## config.mk

```make
export PLATFORM = sky130hd
export DESIGN_NAME = alu_op_sequencer
export DESIGN_NICKNAME = d
export VERILOG_FILES = /design/src/rtl/alu_op_sequencer.sv
export SDC_FILE = /design/constraint.sdc
export NUM_CORES = 1
export LEC_CHECK = 0
export ABC_AREA = 1
export CORE_AREA = 5 5 72 48
export DETAILED_ROUTE_END_ITERATION = 6
export DIE_AREA = 0 0 77 53
export PLACE_DENSITY = 0.76
export SYNTH_ARGS = -nofsm -noshare
export SYNTH_HDL_FRONTEND = slang
export SYNTH_SLANG_ARGS = --single-unit
export TNS_END_PERCENT = 30
```

## constraint.sdc

```tcl
create_clock -name clk -period 1.43 [get_ports clk]
set_input_delay 0.286 -clock clk [delete_from_list [all_inputs] [get_ports clk]]
set_output_delay 0.286 -clock clk [all_outputs]
set_load 0.005 [all_outputs]
```

## src/rtl/alu_op_sequencer.sv

```systemverilog
// Button-stepped operand/opcode loader for a combinational ALU.
// Loads A, B, opcode+flag, waits one settle cycle, then captures the result.
module alu_op_sequencer #(
  parameter int WIDTH   = 4,
  parameter int NUM_OPS = 10
) (
  input  logic             clk,
  input  logic             rst_n,
  input  logic [WIDTH-1:0] data_in,
  input  logic             btn_next,
  input  logic             flag_in_sw,
  output logic [WIDTH-1:0] ALUA,
  output logic [WIDTH-1:0] ALUB,
  output logic [3:0]       ALUControl,
  output logic             ALUFlagIn,
  input  logic [WIDTH-1:0] ALUResult,
  input  logic             ALUFlags,
  output logic [WIDTH-1:0] result_q,
  output logic             flags_q,
  output logic             valid,
  output logic             op_err,
  output logic [2:0]       state
);

  typedef enum logic [2:0] {
    LOAD_A  = 3'd0,
    LOAD_B  = 3'd1,
    LOAD_OP = 3'd2,
    EXEC    = 3'd3,
    SHOW    = 3'd4
  } state_t;

  state_t r_state;
  state_t w_next;

  logic r_sync1;
  logic r_sync2;
  logic r_sync3;
  logic r_v1;
  logic r_v2;
  logic r_armed;
  logic w_adv;

  logic [WIDTH-1:0] r_a;
  logic [WIDTH-1:0] r_b;
  logic [3:0]       r_ctrl;
  logic             r_fin;
  logic [WIDTH-1:0] r_res;
  logic             r_flg;
  logic             r_valid;
  logic             r_op_err;

  logic w_op_legal;
  logic w_ld_a;
  logic w_ld_b;
  logic w_ld_op;
  logic w_op_bad;
  logic w_cap;
  logic w_clr;

  // r_v1/r_v2 mark sync stages holding real samples; arming needs a real low
  // so a button held through reset release never produces an event.
  always_ff @(posedge clk or negedge rst_n) begin
    if (!rst_n) begin
      r_sync1 <= 1'b0;
      r_sync2 <= 1'b0;
      r_sync3 <= 1'b0;
      r_v1    <= 1'b0;
      r_v2    <= 1'b0;
      r_armed <= 1'b0;
    end else begin
      r_sync1 <= btn_next;
      r_sync2 <= r_sync1;
      r_sync3 <= r_sync2;
      r_v1    <= 1'b1;
      r_v2    <= r_v1;
      r_armed <= r_armed | (r_v2 & ~r_sync2);
    end
  end

  assign w_adv = r_sync2 & ~r_sync3 & r_armed;

  assign w_op_legal =
    ({{(32-WIDTH){1'b0}}, data_in} < 32'(NUM_OPS));

  always_ff @(posedge clk or negedge rst_n) begin
    if (!rst_n) r_state <= LOAD_A;
    else        r_state <= w_next;
  end

  always_comb begin
    w_next = LOAD_A;
    unique case (r_state)
      LOAD_A:  w_next = w_adv ? LOAD_B : LOAD_A;
      LOAD_B:  w_next = w_adv ? LOAD_OP : LOAD_B;
      LOAD_OP: w_next = (w_adv && w_op_legal) ? EXEC : LOAD_OP;
      EXEC:    w_next = SHOW;
      SHOW:    w_next = w_adv ? LOAD_A : SHOW;
      default: w_next = LOAD_A;
    endcase
  end

  always_comb begin
    w_ld_a   = 1'b0;
    w_ld_b   = 1'b0;
    w_ld_op  = 1'b0;
    w_op_bad = 1'b0;
    w_cap    = 1'b0;
    w_clr    = 1'b0;
    unique case (1'b1)
      (r_state == LOAD_A):  w_ld_a = w_adv;
      (r_state == LOAD_B):  w_ld_b = w_adv;
      (r_state == LOAD_OP): begin
        w_ld_op  = w_adv & w_op_legal;
        w_op_bad = w_adv & ~w_op_legal;
      end
      (r_state == EXEC):    w_cap = 1'b1;
      (r_state == SHOW):    w_clr = w_adv;
      default: ;
    endcase
  end

  always_ff @(posedge clk or negedge rst_n) begin
    if (!rst_n) begin
      r_a      <= '0;
      r_b      <= '0;
      r_ctrl   <= '0;
      r_fin    <= 1'b0;
      r_res    <= '0;
      r_flg    <= 1'b0;
      r_valid  <= 1'b0;
      r_op_err <= 1'b0;
    end else begin
      r_op_err <= w_op_bad;
      if (w_ld_a) r_a <= data_in;
      if (w_ld_b) r_b <= data_in;
      if (w_ld_op) begin
        r_ctrl <= 4'(data_in);
        r_fin  <= flag_in_sw;
      end
      if (w_cap) begin
        r_res   <= ALUResult;
        r_flg   <= ALUFlags;
        r_valid <= 1'b1;
      end else if (w_clr) begin
        r_valid <= 1'b0;
      end
    end
  end

  assign ALUA       = r_a;
  assign ALUB       = r_b;
  assign ALUControl = r_ctrl;
  assign ALUFlagIn  = r_fin;
  assign result_q   = r_res;
  assign flags_q    = r_flg;
  assign valid      = r_valid;
  assign op_err     = r_op_err;
  assign state      = r_state;

endmodule

```

==> results.sh, run 1 <==
export IMPL_clock_tree_htree_level_count=2
export IMPL_synth_edf_count=0
export IMPL_total_cts_buffers=5
export IMPL_vias_in_the_first_global_route=969
export IMPL_boundaryPins=36
export IMPL_core_region_area_sq_um=2720
export IMPL_report_final_setup_viol=0
export IMPL_tritoncts_clock_tree="done"
export IMPL_holdCritPathClass="reg2reg"
export IMPL_cp_start_kind="flip-flop"
export IMPL_hold_depth=0
export IMPL_timing_final_crit_period_ps=1400
export IMPL_worst_path_required_time_ps=1140
export IMPL_route_detailed_drc=0
export IMPL_grt_max_degree=30
export IMPL_path_class="reg2out"
export IMPL_place_worst_setup_slack_ps=-10.6
export IMPL_post_dr_vias_cell=5.02
export IMPL_synth_adder_area_share_pct=0
export IMPL_internal_reg_to_reg_setup_slack_ps=90
export IMPL_regToRegStartpoint="state[0]"
export IMPL_slew_violations=0
export IMPL_clock_skew_final_ps=7.23
export IMPL_synth_net_count=130
export IMPL_syn_area_per_cell_sq_um=10.0
export IMPL_min_delay_worst_endpoint="r_sync2"
export IMPL_finalNetCount=178
export IMPL_p_per_area_nw_per_um2=1890
export IMPL_post_synth_top_area_cell="sky130_fd_sc_hd__dfrtp_1"
export IMPL_post_cts_clock_slew_at_the_launch_and_capture_registers_of_the_worst_setup_and_hold_paths_ps=60
export IMPL_setup_tns_final_ps=0
export IMPL_timing_critical_path_max_delay_family="buffers and inverters"
export IMPL_finalPower_mw=3.21
export IMPL_synth_top_cells_by_area="sky130_fd_sc_hd__dfrtp_1 (62%), sky130_fd_sc_hd__nand2_1 (14%), sky130_fd_sc_hd__nand3_1 (5.5%), sky130_fd_sc_hd__o21ai_0 (3.8%), sky130_fd_sc_hd__nor2_4 (2.9%)"
export IMPL_maxCapViolations=0
export IMPL_post_synth_top_count_cell="sky130_fd_sc_hd__nand2_1"
export IMPL_cpPeakStageDelay_ps=500
export IMPL_timing_critical_path_to_type="output pin"
export IMPL_crit_arrival_ps=1110
export IMPL_die_area_sq_um=4080
export IMPL_critical_path_slowest_cell="sky130_fd_sc_hd__clkdlybuf4s50_1"
export IMPL_path_cells="clkdlybuf4s50_1"
export IMPL_postCtsHoldBufs=0
export IMPL_area_growth_pct=44.6
export IMPL_grt_first_pass_wirelength_microns=4720
export IMPL_fraction_of_the_cycle_the_final_worst_path_needs_pct=97.8
export IMPL_synth_cells_most_frequent="sky130_fd_sc_hd__nand2_1 (44), sky130_fd_sc_hd__dfrtp_1 (29), sky130_fd_sc_hd__nand3_1 (13), sky130_fd_sc_hd__o21ai_0 (9)"
export IMPL_dominant_combinational_cell_family_by_area_after_synthesis="simple AND/OR/NAND/NOR gates"
export IMPL_ys_warnings=0
export IMPL_floorplan_initialDensity_pct=43.1
export IMPL_reg2reg_to="ALUControl[2]"
export IMPL_drt_iter0_markers=95
export IMPL_achievable_frequency_mhz=715
export IMPL_synthCells=117
export IMPL_die_width_microns=77
export IMPL_cp_num_buf_inv=1
export IMPL_clk_latency_ps=280
export IMPL_post_synth_and_or_nand_nor_area_fraction_pct=28.5
export IMPL_synth_compound_area_share_pct=5.86
export IMPL_num_antenna_cells=0
export IMPL_io_buffers=35
export IMPL_drt_antenna_violating_nets=0
export IMPL_critical_path_max_fanout=1
export IMPL_hold_viol_final=0
export IMPL_floorplan_die_height_microns=53
export IMPL_drt_total_wl_microns=2990
export IMPL_grt_util_all_layers_pct=15.6
export IMPL_synth_xor_area_share_pct=0
export IMPL_hold_path_startpoint="r_sync1"
export IMPL_rsz0062_at_grt="false"
export IMPL_ys_flop_type="sky130_fd_sc_hd__dfrtp_1"
export IMPL_drt_pass1_iterations=4
export IMPL_gp_routability_congestion=0.852
export IMPL_power_static_leakage_nw=0.940
export IMPL_synthDistinctLibCells=18
export IMPL_buffer_type_at_the_clock_tree_root="sky130_fd_sc_hd__clkbuf_8"
export IMPL_worst_r2r_path_depth=7
export IMPL_synth_area_mux_share_pct=0
export IMPL_grt_ovfl_total=0
export IMPL_dpl_hpwl_microns=2140
export IMPL_synth_largest_type_area_fraction_pct=61.8
export IMPL_setup_ws_ps=31.9
export IMPL_outcome="finished, final reports clean"
export IMPL_finalInstanceArea_sq_um=1700
export IMPL_mappedNetlistArea_sq_um=1170
export IMPL_placed_area_sq_um=1590
export IMPL_final_layout_size_suffix_gt1_share_pct=14.5
export IMPL_number_of_antenna_violations_at_the_first_check_in_global_routing=0
export IMPL_rows=15
export IMPL_vdd_ir_drop_worst_mv=0.929
export IMPL_synth_ff_latch_count=29
export IMPL_clock_path_buffers=2
export IMPL_vias=998
export IMPL_numClockSinks=29
export IMPL_wl_per_cell_microns=15.0
export IMPL_asyncSetResetFlopFracSynth_pct=100
export IMPL_synth_seq_area_share_pct=61.8
==> cells by family (layout without fill, tap and decap cells) <==
| group | Yosys count | count (layout) |
|---|---|---|
| flip-flops | 29 | 29 |
| buffers and inverters | 7 | 55 |
| AND/OR/NAND/NOR | 69 | 69 |
| AO/OA/AOI/OAI | 11 | 11 |
| other | 1 | 1 |
==> stage by stage <==
stage                     hold slack (ps)  instances  util, %
after global placement                333        190     58.4
after global routing                  362        199     62.3
final                                 347        199     62.3
after detailed placement              336        190     58.4
after floorplan                     -9.59        117        -
after CTS                             348        199     61.5
==> cells in the final DEF, fill, tap and decap left out, types with 6 or more instances in the layout <==
| master | instances |
|---|---|
| sky130_fd_sc_hd__buf_4 | 8 |
| sky130_fd_sc_hd__o21ai_0 | 9 |
| sky130_fd_sc_hd__nand2_1 | 44 |
| sky130_fd_sc_hd__dlygate4sd2_1 | 13 |
| sky130_fd_sc_hd__dlymetal6s2s_1 | 9 |
| sky130_fd_sc_hd__clkdlybuf4s50_1 | 13 |
| sky130_fd_sc_hd__clkbuf_8 | 6 |
| sky130_fd_sc_hd__nand3_1 | 13 |
| sky130_fd_sc_hd__dfrtp_1 | 29 |
==> state kept, by name, summed over array words and instances, names as in the netlist, 3 cells and up <==
signal / count
state: 3
ALUA: 4
ALUControl: 4
result_q: 4
ALUB: 4
==> worst max-delay path by stage <==
stage | from | endpoint | slack [ps] | depth (start not counted)
2_1_floorplan | state[1] | ALUA[0] | 380 | 5
3_3_place_gp | data_in[2] | ALUFlagIn | 50 | 5
3_5_place_dp | data_in[2] | ALUControl[2] | -10 | 5
4_1_cts | result_q[2] | result_q[2] | 0.3 | 1
5_1_grt | state[2] | ALUControl[1] | 10 | 6
6_report | op_err | op_err | 30 | 1
==> layer usage <==
metal / wire length [microns] / up-vias / share of wire, % / GRT usage, %
li1: - / 471 / - / -
met1: 1420 / 483 / 48 / 20.8
met2: 1270 / 36 / 43 / 21.1
met3: 235 / 8 / 7.9 / 5.78
met4: 59 / 0 / 2.0 / 10.0
met5: 0 / - / 0 / 0
==> report_power, final <==
part | internal (mW) | switching (mW) | leakage (nW) | total (mW)
clock network | 0.381 | 0.291 | 0.0443 | 0.671
logic | 0.589 | 0.680 | 0.540 | 1.27
registers | 1.12 | 0.151 | 0.356 | 1.27
total | 2.09 | 1.12 | 0.940 | 3.21
==> layout make-up <==
| type | count | area, sq um |
|---|---|---|
| timing repair buffer | 43 | 417 |
| inverter | 5 | 18.8 |
| fill | 227 | 1020 |
| multi-input combinational | 81 | 407 |
| sequential | 29 | 726 |
| clock buffer | 7 | 86.3 |
| tap | 34 | 42.5 |
==> timing repair <==
action,in CTS,in global routing
endpoints found under the setup margin,13,9
buffers inserted,2,0
pin swaps,0,0
gates resized for setup,13,9
Power figures use the tool's default switching activity.
==> run 2: changes to the inputs <==
--- a/config.mk
+++ b/config.mk
@@ -10,7 +10,8 @@
 export DETAILED_ROUTE_END_ITERATION = 6
 export DIE_AREA = 0 0 77 53
 export PLACE_DENSITY = 0.76
+export SLEW_MARGIN = 30
 export SYNTH_ARGS = -nofsm -noshare
 export SYNTH_HDL_FRONTEND = slang
 export SYNTH_SLANG_ARGS = --single-unit
-export TNS_END_PERCENT = 30
+export TNS_END_PERCENT = 1
==> results of run 2 <==
No change in the layout: final DEF, timing and power equal those of run 1.
